## src/rtl/inst_encoder_if.sv

```systemverilog
// Descriptor-in / instruction-word-out handshake bundle for inst_encoder.
// Also carries the flush request and the buffered word count.
interface inst_encoder_if #(
    parameter int CNT_W = 3
);
    logic             in_valid_i;
    logic             in_ready_o;
    logic [4:0]       op_i;
    logic [4:0]       rd_i;
    logic [4:0]       rs1_i;
    logic [4:0]       rs2_i;
    logic [31:0]      imm_i;
    logic             flush_i;
    logic             out_valid_o;
    logic             out_ready_i;
    logic [31:0]      inst_o;
    logic             err_o;
    logic [CNT_W-1:0] count_o;

    modport master (
        output in_valid_i, op_i, rd_i, rs1_i, rs2_i, imm_i,
        output flush_i, out_ready_i,
        input  in_ready_o, out_valid_o, inst_o, err_o, count_o
    );

    modport slave (
        input  in_valid_i, op_i, rd_i, rs1_i, rs2_i, imm_i,
        input  flush_i, out_ready_i,
        output in_ready_o, out_valid_o, inst_o, err_o, count_o
    );
endinterface

```

## src/rtl/inst_encoder.sv

```systemverilog
// Packs RV32I-subset descriptors into instruction words behind a small FIFO.
// Define INST_ENCODER_IMMCHK_EN to replace out-of-range immediates with NOP/err.
module inst_encoder #(
    parameter int DEPTH = 4,
    parameter int CNT_W = 3
) (
    input  logic         clk,
    input  logic         rst,
    inst_encoder_if.slave bus
);
    localparam int          PW  = $clog2(DEPTH);
    localparam logic [31:0] NOP = 32'h0000_0013;

    typedef enum logic [4:0] {
        OP_ADD, OP_SUB, OP_AND, OP_OR, OP_XOR, OP_SLL, OP_SRL, OP_SRA,
        OP_SLT, OP_ADDI, OP_SLTI, OP_XORI, OP_ORI, OP_ANDI, OP_SLLI,
        OP_SRLI, OP_SRAI, OP_LW, OP_SW, OP_BEQ, OP_BNE, OP_JAL, OP_JALR
    } op_e;

    logic [4:0]  rd;
    logic [4:0]  rs1;
    logic [4:0]  rs2;
    logic [31:0] imm;
    logic        i_bad;
    logic        b_bad;
    logic        j_bad;
    logic        sh_bad;

    assign rd  = bus.rd_i;
    assign rs1 = bus.rs1_i;
    assign rs2 = bus.rs2_i;
    assign imm = bus.imm_i;

`ifdef INST_ENCODER_IMMCHK_EN
    logic signed [31:0] simm;
    assign simm   = $signed(imm);
    assign i_bad  = (simm < -32'sd2048) || (simm > 32'sd2047);
    assign b_bad  = (simm < -32'sd4096) || (simm > 32'sd4094) || imm[0];
    assign j_bad  = (simm < -32'sd1048576) || (simm > 32'sd1048574)
                  || imm[0];
    assign sh_bad = |imm[31:5];
`else
    logic unused_imm;
    assign unused_imm = ^imm[31:21];
    assign i_bad  = 1'b0;
    assign b_bad  = 1'b0;
    assign j_bad  = 1'b0;
    assign sh_bad = 1'b0;
`endif

    logic [2:0]  f3;
    logic        alt;
    logic        bad;
    logic        enc_err;
    logic [31:0] enc;

    always_comb begin
        f3 = 3'b000;
        case (bus.op_i)
            OP_SLL, OP_SLLI, OP_BNE:           f3 = 3'b001;
            OP_SLT, OP_SLTI, OP_LW, OP_SW:     f3 = 3'b010;
            OP_XOR, OP_XORI:                   f3 = 3'b100;
            OP_SRL, OP_SRA, OP_SRLI, OP_SRAI:  f3 = 3'b101;
            OP_OR, OP_ORI:                     f3 = 3'b110;
            OP_AND, OP_ANDI:                   f3 = 3'b111;
            default:                           f3 = 3'b000;
        endcase
    end

    assign alt = (bus.op_i == OP_SUB) || (bus.op_i == OP_SRA)
              || (bus.op_i == OP_SRAI);

    always_comb begin
        enc     = NOP;
        enc_err = 1'b0;
        bad     = 1'b0;
        case (bus.op_i)
            OP_ADD, OP_SUB, OP_AND, OP_OR, OP_XOR,
            OP_SLL, OP_SRL, OP_SRA, OP_SLT:
                enc = {1'b0, alt, 5'b0, rs2, rs1, f3, rd, 7'b0110011};
            OP_ADDI, OP_SLTI, OP_XORI, OP_ORI, OP_ANDI: begin
                bad = i_bad;
                enc = {imm[11:0], rs1, f3, rd, 7'b0010011};
            end
            OP_SLLI, OP_SRLI, OP_SRAI: begin
                bad = sh_bad;
                enc = {1'b0, alt, 5'b0, imm[4:0], rs1, f3, rd, 7'b0010011};
            end
            OP_LW: begin
                bad = i_bad;
                enc = {imm[11:0], rs1, f3, rd, 7'b0000011};
            end
            OP_SW: begin
                bad = i_bad;
                enc = {imm[11:5], rs2, rs1, f3, imm[4:0], 7'b0100011};
            end
            OP_BEQ, OP_BNE: begin
                bad = b_bad;
                enc = {imm[12], imm[10:5], rs2, rs1, f3,
                       imm[4:1], imm[11], 7'b1100011};
            end
            OP_JAL: begin
                bad = j_bad;
                enc = {imm[20], imm[10:1], imm[11], imm[19:12],
                       rd, 7'b1101111};
            end
            OP_JALR: begin
                bad = i_bad;
                enc = {imm[11:0], rs1, 3'b000, rd, 7'b1100111};
            end
            default: bad = 1'b1;
        endcase
        if (bad) begin
            enc     = NOP;
            enc_err = 1'b1;
        end
    end

    logic [32:0]      mem [DEPTH];
    logic [PW-1:0]    wr_ptr;
    logic [PW-1:0]    rd_ptr;
    logic [PW-1:0]    rd_nxt;
    logic [CNT_W-1:0] cnt;
    logic [CNT_W-1:0] cnt_nxt;
    logic [32:0]      head_q;
    logic [32:0]      head_nxt;
    logic             full;
    logic             empty;
    logic             push;
    logic             pop;

    assign full  = (cnt == CNT_W'(DEPTH));
    assign empty = (cnt == '0);
    assign push  = bus.in_valid_i && !full && !bus.flush_i;
    assign pop   = bus.out_ready_i && !empty && !bus.flush_i;

    assign rd_nxt  = pop ? rd_ptr + 1'b1 : rd_ptr;
    assign cnt_nxt = cnt + CNT_W'(push) - CNT_W'(pop);

    // Output register tracks the next head; a push into a slot that
    // becomes the head is forwarded since the array write lands later.
    always_comb begin
        head_nxt = mem[rd_nxt];
        if (cnt_nxt == '0)
            head_nxt = '0;
        else if (push && (wr_ptr == rd_nxt))
            head_nxt = {enc_err, enc};
    end

    always_ff @(posedge clk) begin
        if (rst || bus.flush_i) begin
            wr_ptr <= '0;
            rd_ptr <= '0;
            cnt    <= '0;
            head_q <= '0;
        end else begin
            if (push)
                wr_ptr <= wr_ptr + 1'b1;
            rd_ptr <= rd_nxt;
            cnt    <= cnt_nxt;
            head_q <= head_nxt;
        end
    end

    always_ff @(posedge clk) begin
        if (push)
            mem[wr_ptr] <= {enc_err, enc};
    end

    assign bus.in_ready_o  = !full;
    assign bus.out_valid_o = !empty;
    assign bus.inst_o      = head_q[31:0];
    assign bus.err_o       = head_q[32];
    assign bus.count_o     = cnt;
endmodule

```

## src/flat_wrapper.sv

```systemverilog
// flat-port wrapper written by rule: the top's interface ports become plain ports
module inst_encoder_flat 
#(
    parameter int DEPTH = 4,
    parameter int CNT_W = 3
)
  (clk, rst, bus_in_valid_i, bus_op_i, bus_rd_i, bus_rs1_i, bus_rs2_i, bus_imm_i, bus_flush_i, bus_out_ready_i, bus_in_ready_o, bus_out_valid_o, bus_inst_o, bus_err_o, bus_count_o);
  inst_encoder_if #(.CNT_W(CNT_W)) bus_i ();
  input  logic clk;
  input  logic rst;
  input wire logic [$bits(bus_i.in_valid_i)-1:0] bus_in_valid_i;
  input wire logic [$bits(bus_i.op_i)-1:0] bus_op_i;
  input wire logic [$bits(bus_i.rd_i)-1:0] bus_rd_i;
  input wire logic [$bits(bus_i.rs1_i)-1:0] bus_rs1_i;
  input wire logic [$bits(bus_i.rs2_i)-1:0] bus_rs2_i;
  input wire logic [$bits(bus_i.imm_i)-1:0] bus_imm_i;
  input wire logic [$bits(bus_i.flush_i)-1:0] bus_flush_i;
  input wire logic [$bits(bus_i.out_ready_i)-1:0] bus_out_ready_i;
  output wire logic [$bits(bus_i.in_ready_o)-1:0] bus_in_ready_o;
  output wire logic [$bits(bus_i.out_valid_o)-1:0] bus_out_valid_o;
  output wire logic [$bits(bus_i.inst_o)-1:0] bus_inst_o;
  output wire logic [$bits(bus_i.err_o)-1:0] bus_err_o;
  output wire logic [$bits(bus_i.count_o)-1:0] bus_count_o;
  assign bus_i.in_valid_i = bus_in_valid_i;
  assign bus_i.op_i = bus_op_i;
  assign bus_i.rd_i = bus_rd_i;
  assign bus_i.rs1_i = bus_rs1_i;
  assign bus_i.rs2_i = bus_rs2_i;
  assign bus_i.imm_i = bus_imm_i;
  assign bus_i.flush_i = bus_flush_i;
  assign bus_i.out_ready_i = bus_out_ready_i;
  assign bus_in_ready_o = bus_i.in_ready_o;
  assign bus_out_valid_o = bus_i.out_valid_o;
  assign bus_inst_o = bus_i.inst_o;
  assign bus_err_o = bus_i.err_o;
  assign bus_count_o = bus_i.count_o;
  inst_encoder #(.DEPTH(DEPTH), .CNT_W(CNT_W)) u_core (.clk(clk), .rst(rst), .bus(bus_i));
endmodule
```

## config.mk

```make
export PLATFORM = sky130hd
export DESIGN_NAME = inst_encoder_flat
export DESIGN_NICKNAME = d
export VERILOG_FILES = /design/src/rtl/inst_encoder_if.sv /design/src/rtl/inst_encoder.sv /design/src/flat_wrapper.sv
export SDC_FILE = /design/constraint.sdc
export NUM_CORES = 1
export LEC_CHECK = 0
export ABC_AREA = 0
export ABC_CLOCK_PERIOD_IN_PS = 4200
export CAP_MARGIN = 20
export CELL_PAD_IN_SITES_DETAIL_PLACEMENT = 0
export CELL_PAD_IN_SITES_GLOBAL_PLACEMENT = 1
export CORE_MARGIN = 1.5
export CORE_UTILIZATION = 46
export DETAILED_ROUTE_END_ITERATION = 7
export GPL_ROUTABILITY_DRIVEN = 0
export HOLD_SLACK_MARGIN = 0.05
export PLACE_DENSITY = 0.79
export SYNTH_ARGS = -nofsm -noshare
export SYNTH_HDL_FRONTEND = slang
export SYNTH_SLANG_ARGS = --single-unit
```

## constraint.sdc

```tcl
create_clock -name clk -period 4.2 [get_ports clk]
set_clock_uncertainty 0.1 [all_clocks]
set_input_delay 0.84 -clock clk [delete_from_list [all_inputs] [get_ports clk]]
set_output_delay 0.84 -clock clk [all_outputs]
set_load 0.01 [all_outputs]
```

==> results.py, run 1 <==
metrics = {
    "timing": {
        "finalWorstSetupSlack_ps": 535,
        "rsz0062_at_grt": "false",
        "fmax_ghz": 0.273,
        "hold_viol_final": 0,
        "finalCritPeriodShare_pct": 87.3,
        "slew-limit-headroom_pct": 27.6,
        "tns_ps": 0,
        "finalCriticalPeriod_ps": 3670,
        "setup_violations": 0,
        "tightest_slew_ps": 1080,
        "slew_violations": 0,
        "holdWs_ps": 554,
    },
    "layout": {
        "synthToLayoutAreaGrowth_pct": 19.9,
        "fill_cells": 1305,
        "final_nets": 703,
        "layout_common_cells": "124 x edfxtp_1, 83 x clkdlybuf4s50_1, 48 x mux4_2",
        "fin_area_mm2": 0.00942,
        "antenna_cells": 0,
        "layout_commonest_cell": "edfxtp_1",
        "drive_gt1_share_pct": 16.1,
    },
    "floorplan": {
        "io_pins": 95,
        "core_mm2": 0.0166,
        "initial_core_util_pct": 47.2,
        "row_count": 47,
        "die_h_um": 134,
        "die_area_mm2": 0.0179,
        "die_w_um": 134,
    },
    "grt": {
        "grt_start_max_net_pins": 57,
        "grt_pass1_vias": 5261,
        "antenna_found_initial": 0,
        "grt_usage_pct": 20.6,
        "grt_pass1_wl_mm": 27.8,
        "grt.overflow.total": 0,
    },
    "synthesis": {
        "async_flop_share_pct": 0,
        "synth.distinct_cells": 59,
        "syn_nets": 633,
        "syn_area_mm2": 0.00785,
        "synthFlopType": "edfxtp_1",
        "synth_edf_count": 124,
        "synth_cells": 563,
        "seq_area_frac_synth_pct": 57.4,
        "yosysWarningCount": 0,
        "ys_ff_latch": 163,
        "syn_avg_cell_area_um2": 13.9,
    },
    "critical_path": {
        "r2r-start": "u_core.bus.count_o[2]",
        "worst-path-buf-inv": 2,
        "crit_path_end_kind": "flip-flop",
        "ff2ff_path_depth": 14,
        "crit_arrival_ps": 3910,
        "max_stage_delay_ps": 860,
        "path_max_fanout": 10,
        "reg2reg_setup_slack_ps": 1190,
        "crit_top_cell": "o21ai_0",
        "path_delay_family": "compound AO/OA/AOI/OAI gates",
        "cp-start-kind": "input pin",
        "r2r_end": "u_core.head_q[19]",
        "crit_chain": "clkdlybuf4s50_1, inv_1, ha_1, or3_1, nor2_1, o21ai_0, a22o_1, o21ai_0, a21oi_1",
        "cp_slowest_cell": "o21ai_0",
        "critPathKind": "in -> reg",
        "required_ps": 4440,
    },
    "route": {
        "postRouteAntennaNets": 0,
        "wl_per_cell_um": 20.4,
        "via_per_inst": 5.92,
        "first_pass_iters": 6,
        "vias": 5129,
        "drt_wl_total_mm": 17.7,
        "drc": 0,
        "drt_iter0_markers": 363,
    },
    "worst_hold_path": {
        "hold_class": "reg -> reg",
        "hold_end": "u_core.wr_ptr[1]",
        "hold_depth": 2,
        "worstHoldStart": "u_core.wr_ptr[1]",
    },
    "placed_design": {
        "dpl_worst_slack_ps": 179,
        "dpl-instance-area_mm2": 0.00885,
        "io_buffers": 83,
        "dpl.hpwl_mm": 10.7,
    },
    "power": {
        "p_total_uw": 3650,
        "leakage_uw": 0.00322,
        "power.density_mw_per_mm2": 387,
        "ir_drop_mv": 0.280,
    },
    "cts": {
        "post_cts_resized": 0,
        "clkSlewWorstSetupHoldPaths_ps": 60,
        "clkLatencyLatePin_ps": 420,
        "h-tree-depth": 4,
        "postCtsHoldBufs": 0,
        "cts_made_buffers": 17,
        "cts.sinks": 163,
        "post-cts-setup-buffers": 0,
        "cts_buffer_depth": 2,
        "cts_tree": "done",
        "root_buffer": "clkbuf_16",
    },
    "job": {
        "maxCapViolations": 0,
    },
    "outcome": {
        "outcome": "completed",
    },
}
-- cell families (layout without fill, tap and decap cells) --
group                    after synthesis  count (layout)  synth area share, %
AO/OA/AOI/OAI                        143             143                 11.8
AND/OR/NAND/NOR                      100             100                 6.74
multiplexers                          83              83                 18.3
flip-flops                           163             163                 57.4
XOR/XNOR                               5               5                0.558
adder cells (fa/ha/maj)               13              13                 2.17
buffers and inverters                 56             139                 3.11
-- synthesized netlist by cell type (all sizes together), types with 8 or more instances --
cell / instances / area, µm²
nand2: 24 / 97.6
nor3: 8 / 45.0
mux4: 48 / 1080
inv: 13 / 48.8
mux2i: 29 / 290
a22oi: 9 / 67.6
nor2: 18 / 67.6
a21oi: 39 / 195
a22o: 15 / 131
and2: 13 / 81.3
dfxtp: 39 / 781
clkbuf: 25 / 93.8
nand3: 8 / 40.0
o21ai: 42 / 210
ha: 12 / 150
buf: 18 / 101
edfxtp: 124 / 3720
-- per-layer routing --
layer  part of all wire, %  wire length, µm  global-route usage [%]  vias to the layer above
met5                     0                0                       0                        -
met4                   1.5              266                    7.49                        0
met3                   5.2              912                    4.19                       23
met2                    52             9200                    35.3                      157
met1                    41             7310                    26.1                     2587
li1                      -                -                       -                     2362
-- how the worst max path moves through the flow --
| stage | startpoint | endpoint | slack [ps] | cells past startpoint |
|---|---|---|---|---|
| 2_1_floorplan | bus_flush_i | u_core.head_q[29] | 560 | 14 |
| 3_3_place_gp | bus_out_ready_i | u_core.head_q[14] | 270 | 13 |
| 3_5_place_dp | bus_op_i[1] | u_core.head_q[11] | 180 | 9 |
| 4_1_cts | bus_op_i[0] | u_core.head_q[11] | 630 | 9 |
| 5_1_grt | bus_op_i[0] | u_core.head_q[11] | 420 | 9 |
| 6_report | bus_op_i[0] | u_core.head_q[11] | 530 | 9 |
-- report_power, final --
group	internal, µW	leakage (µW)	switching, µW
logic	167	0.00147	199
registers	1790	0.00147	18.3
clock network	867	0.000277	605
-- flip-flops by register name, indices dropped and copies added (netlist names) --
register and flops:
u_core.rd_ptr 2, u_core.head_q 32, u_core.bus.count_o 3, u_core.mem 124, u_core.wr_ptr 2
-- metrics by stage --
step | utilization (%) | instances
2_1_floorplan | - | 563
3_3_place_gp | 53.2 | 834
3_5_place_dp | 53.2 | 834
4_1_cts | 56.6 | 866
5_1_grt | 56.6 | 866
6_report | 56.6 | 866
-- area by class of cell --
cell class                 instances  area [µm²]  area share (%)
clock inverter                    15         141            1.50
multi-input combinational        344        3110            33.0
timing repair buffer              94         913            9.70
tap                              220         275            2.92
sequential                       163        4510            47.9
clock buffer                      17         425            4.52
inverter                          13        48.8           0.518
-- tightest hold or removal path: cells and delay by family (launching register included) --
family        cells  cell delay [ps]
flops             1              360
mux               1              160
simple gates      1               80
No activity file was read; power rests on OpenSTA's default activity.
==> run 2, diff against run 1 <==
- TNS_END_PERCENT: not set -> 1
==> results of run 2 <==
Same layout as run 1: the final DEF is identical, and so are final timing and power.
==> run 3, diff against run 2 <==
--- a/config.mk
+++ b/config.mk
@@ -15,4 +15,5 @@
 export DETAILED_ROUTE_END_ITERATION = 7
 export GPL_ROUTABILITY_DRIVEN = 0
+export GPL_TIMING_DRIVEN = 0
 export HOLD_SLACK_MARGIN = 0.05
 export PLACE_DENSITY = 0.79
==> constraint.sdc (replaced) <==
create_clock -name clk -period 4.2 [get_ports clk]
set_clock_uncertainty 0.1 [all_clocks]
set_input_delay 0.63 -clock clk [delete_from_list [all_inputs] [get_ports clk]]
set_output_delay 0.63 -clock clk [all_outputs]
set_load 0.01 [all_outputs]
==> run 3 against run 2 <==
Compared with the run above: critical path depth rose by 5; highest routed layer unchanged; final cell count grew 3.6%; clock-buffer cell count grew 5; clock power increased by 12%; non-clock buffer count up 31; routed wire length is 10% higher; worst setup slack got worse by 200 ps; largest power group unchanged; sequential power about the same; sequential cell count did not move.
==> results.py, run 3 (synthesized netlist as in run 1, its figures left out) <==
metrics = {
    "outcome": {
        "outcome": "completed",
    },
    "cts": {
        "cts.sinks": 163,
        "post_cts_resized": 0,
        "post-cts-setup-buffers": 0,
        "root_buffer": "clkbuf_16",
        "cts_tree": "done",
        "clkLatencyLatePin_ps": 420,
        "clkSlewWorstSetupHoldPaths_ps": 60,
        "postCtsHoldBufs": 0,
        "cts_made_buffers": 17,
        "h-tree-depth": 4,
        "cts_buffer_depth": 2,
    },
    "grt": {
        "grt_usage_pct": 23.0,
        "grt_start_max_net_pins": 32,
        "grt.overflow.total": 0,
        "grt_pass1_vias": 5569,
        "antenna_found_initial": 0,
        "grt_pass1_wl_mm": 30.8,
    },
    "route": {
        "via_per_inst": 6.00,
        "first_pass_iters": 5,
        "vias": 5386,
        "drt_iter0_markers": 570,
        "postRouteAntennaNets": 0,
        "drc": 0,
        "wl_per_cell_um": 21.8,
        "drt_wl_total_mm": 19.5,
    },
    "floorplan": {
        "row_count": 47,
        "die_w_um": 134,
        "core_mm2": 0.0166,
        "io_pins": 95,
        "initial_core_util_pct": 47.2,
        "die_area_mm2": 0.0179,
        "die_h_um": 134,
    },
    "layout": {
        "top_register": "u_core.mem",
        "layout_commonest_cell": "edfxtp_1",
        "final_nets": 734,
        "layout_common_cells": "124 x edfxtp_1, 82 x clkdlybuf4s50_1, 48 x mux4_2",
        "final_cells": 897,
        "antenna_cells": 0,
        "synthToLayoutAreaGrowth_pct": 22.4,
        "drive_gt1_share_pct": 15.8,
        "largest_reg_flops": 124,
    },
    "placed_design": {
        "place_inst": 866,
        "io_buffers": 82,
        "dpl.hpwl_mm": 13.2,
    },
    "worst_hold_path": {
        "worstHoldStart": "bus_flush_i",
        "hold_depth": 2,
        "hold_end": "u_core.wr_ptr[0]",
        "hold_class": "in -> reg",
    },
    "timing": {
        "finalCriticalPeriod_ps": 3860,
        "tightest_slew_ps": 1040,
        "setup_violations": 0,
        "slew-limit-headroom_pct": 30.0,
        "finalCritPeriodShare_pct": 91.9,
        "hold_viol_final": 0,
        "holdWs_ps": 404,
        "fmax_ghz": 0.259,
        "slew_violations": 0,
        "rsz0062_at_grt": "false",
    },
    "critical_path": {
        "path_max_fanout": 19,
        "r2r-start": "u_core.bus.count_o[2]",
        "r2r_end": "u_core.head_q[14]",
        "reg2reg_setup_slack_ps": 680,
        "crit_path_end_kind": "flip-flop",
        "crit_arrival_ps": 4090,
        "required_ps": 4430,
        "ff2ff_path_depth": 14,
        "cp-start-kind": "input pin",
        "critPathKind": "in -> reg",
    },
    "power": {
        "ir_drop_mv": 0.328,
        "power.density_mw_per_mm2": 400,
        "leakage_uw": 0.00328,
    },
    "job": {
        "maxCapViolations": 0,
    },
}
==> run 3: worst max path at each step <==
stage                               start           endpoint  slack, ps  cells after the start
after floorplan               bus_flush_i  u_core.head_q[29]        770                     14
after global placement    bus_out_ready_i  u_core.head_q[11]       -420                     14
after detailed placement  bus_out_ready_i  u_core.head_q[20]       -470                     14
after CTS                 bus_out_ready_i  u_core.head_q[21]        360                     13
after global routing      bus_out_ready_i  u_core.head_q[18]         60                     14
final                     bus_out_ready_i  u_core.head_q[14]        340                     14
==> run 3: area by class of cell <==
cell class / count / area [µm²]
Clock inverter: 10 / 143
Multi-Input combinational cell: 344 / 3110
Sequential cell: 163 / 4500
Buffer: 42 / 191
Fill cell: 1307 / 7030
Inverter: 13 / 48.8
Tap cell: 220 / 275
Timing Repair Buffer: 83 / 841
Clock buffer: 22 / 497
==> run 3: report_power, final <==
group	internal [µW]	total (µW)	switching, µW
logic	172	386	214
clock network	1030	1650	623
registers	1790	1810	17.7
==> run 3: critical path, stage by stage <==
cell and delay, ps:
clkdlybuf4s50_1 480, nor2b_1 340, nand2_4 130, inv_2 320
ha_1 180, inv_1 40, ha_1 180, fa_1 410
xnor2_1 220, o31ai_1 140, inv_1 140, clkbuf_1 430
o21ai_0 200, a31oi_1 230
==> run 3: through the flow <==
stage               cell area [µm²]  total power, µW  setup WS (ps)  utilization, %  setup TNS (ps)
finish                         9610             3840            339            57.7               0
CTS                            9610             3860            361            57.7               0
global route                   9610             3950           55.3            57.7               0
floorplan                      7850             2050            769               -               0
global placement               8950             2220           -424            53.8          -11420
detailed placement             8970             2230           -472            53.9          -12990
==> run 3: per-layer routing <==
| metal | track usage, % | up-vias | routed length [µm] |
|---|---|---|---|
| met5 | 0 | - | 0 |
| met4 | 9.12 | 0 | 409 |
| met1 | 30.2 | 2713 | 8200 |
| li1 | - | 2430 | - |
| met3 | 3.77 | 32 | 1150 |
| met2 | 38.4 | 211 | 9770 |
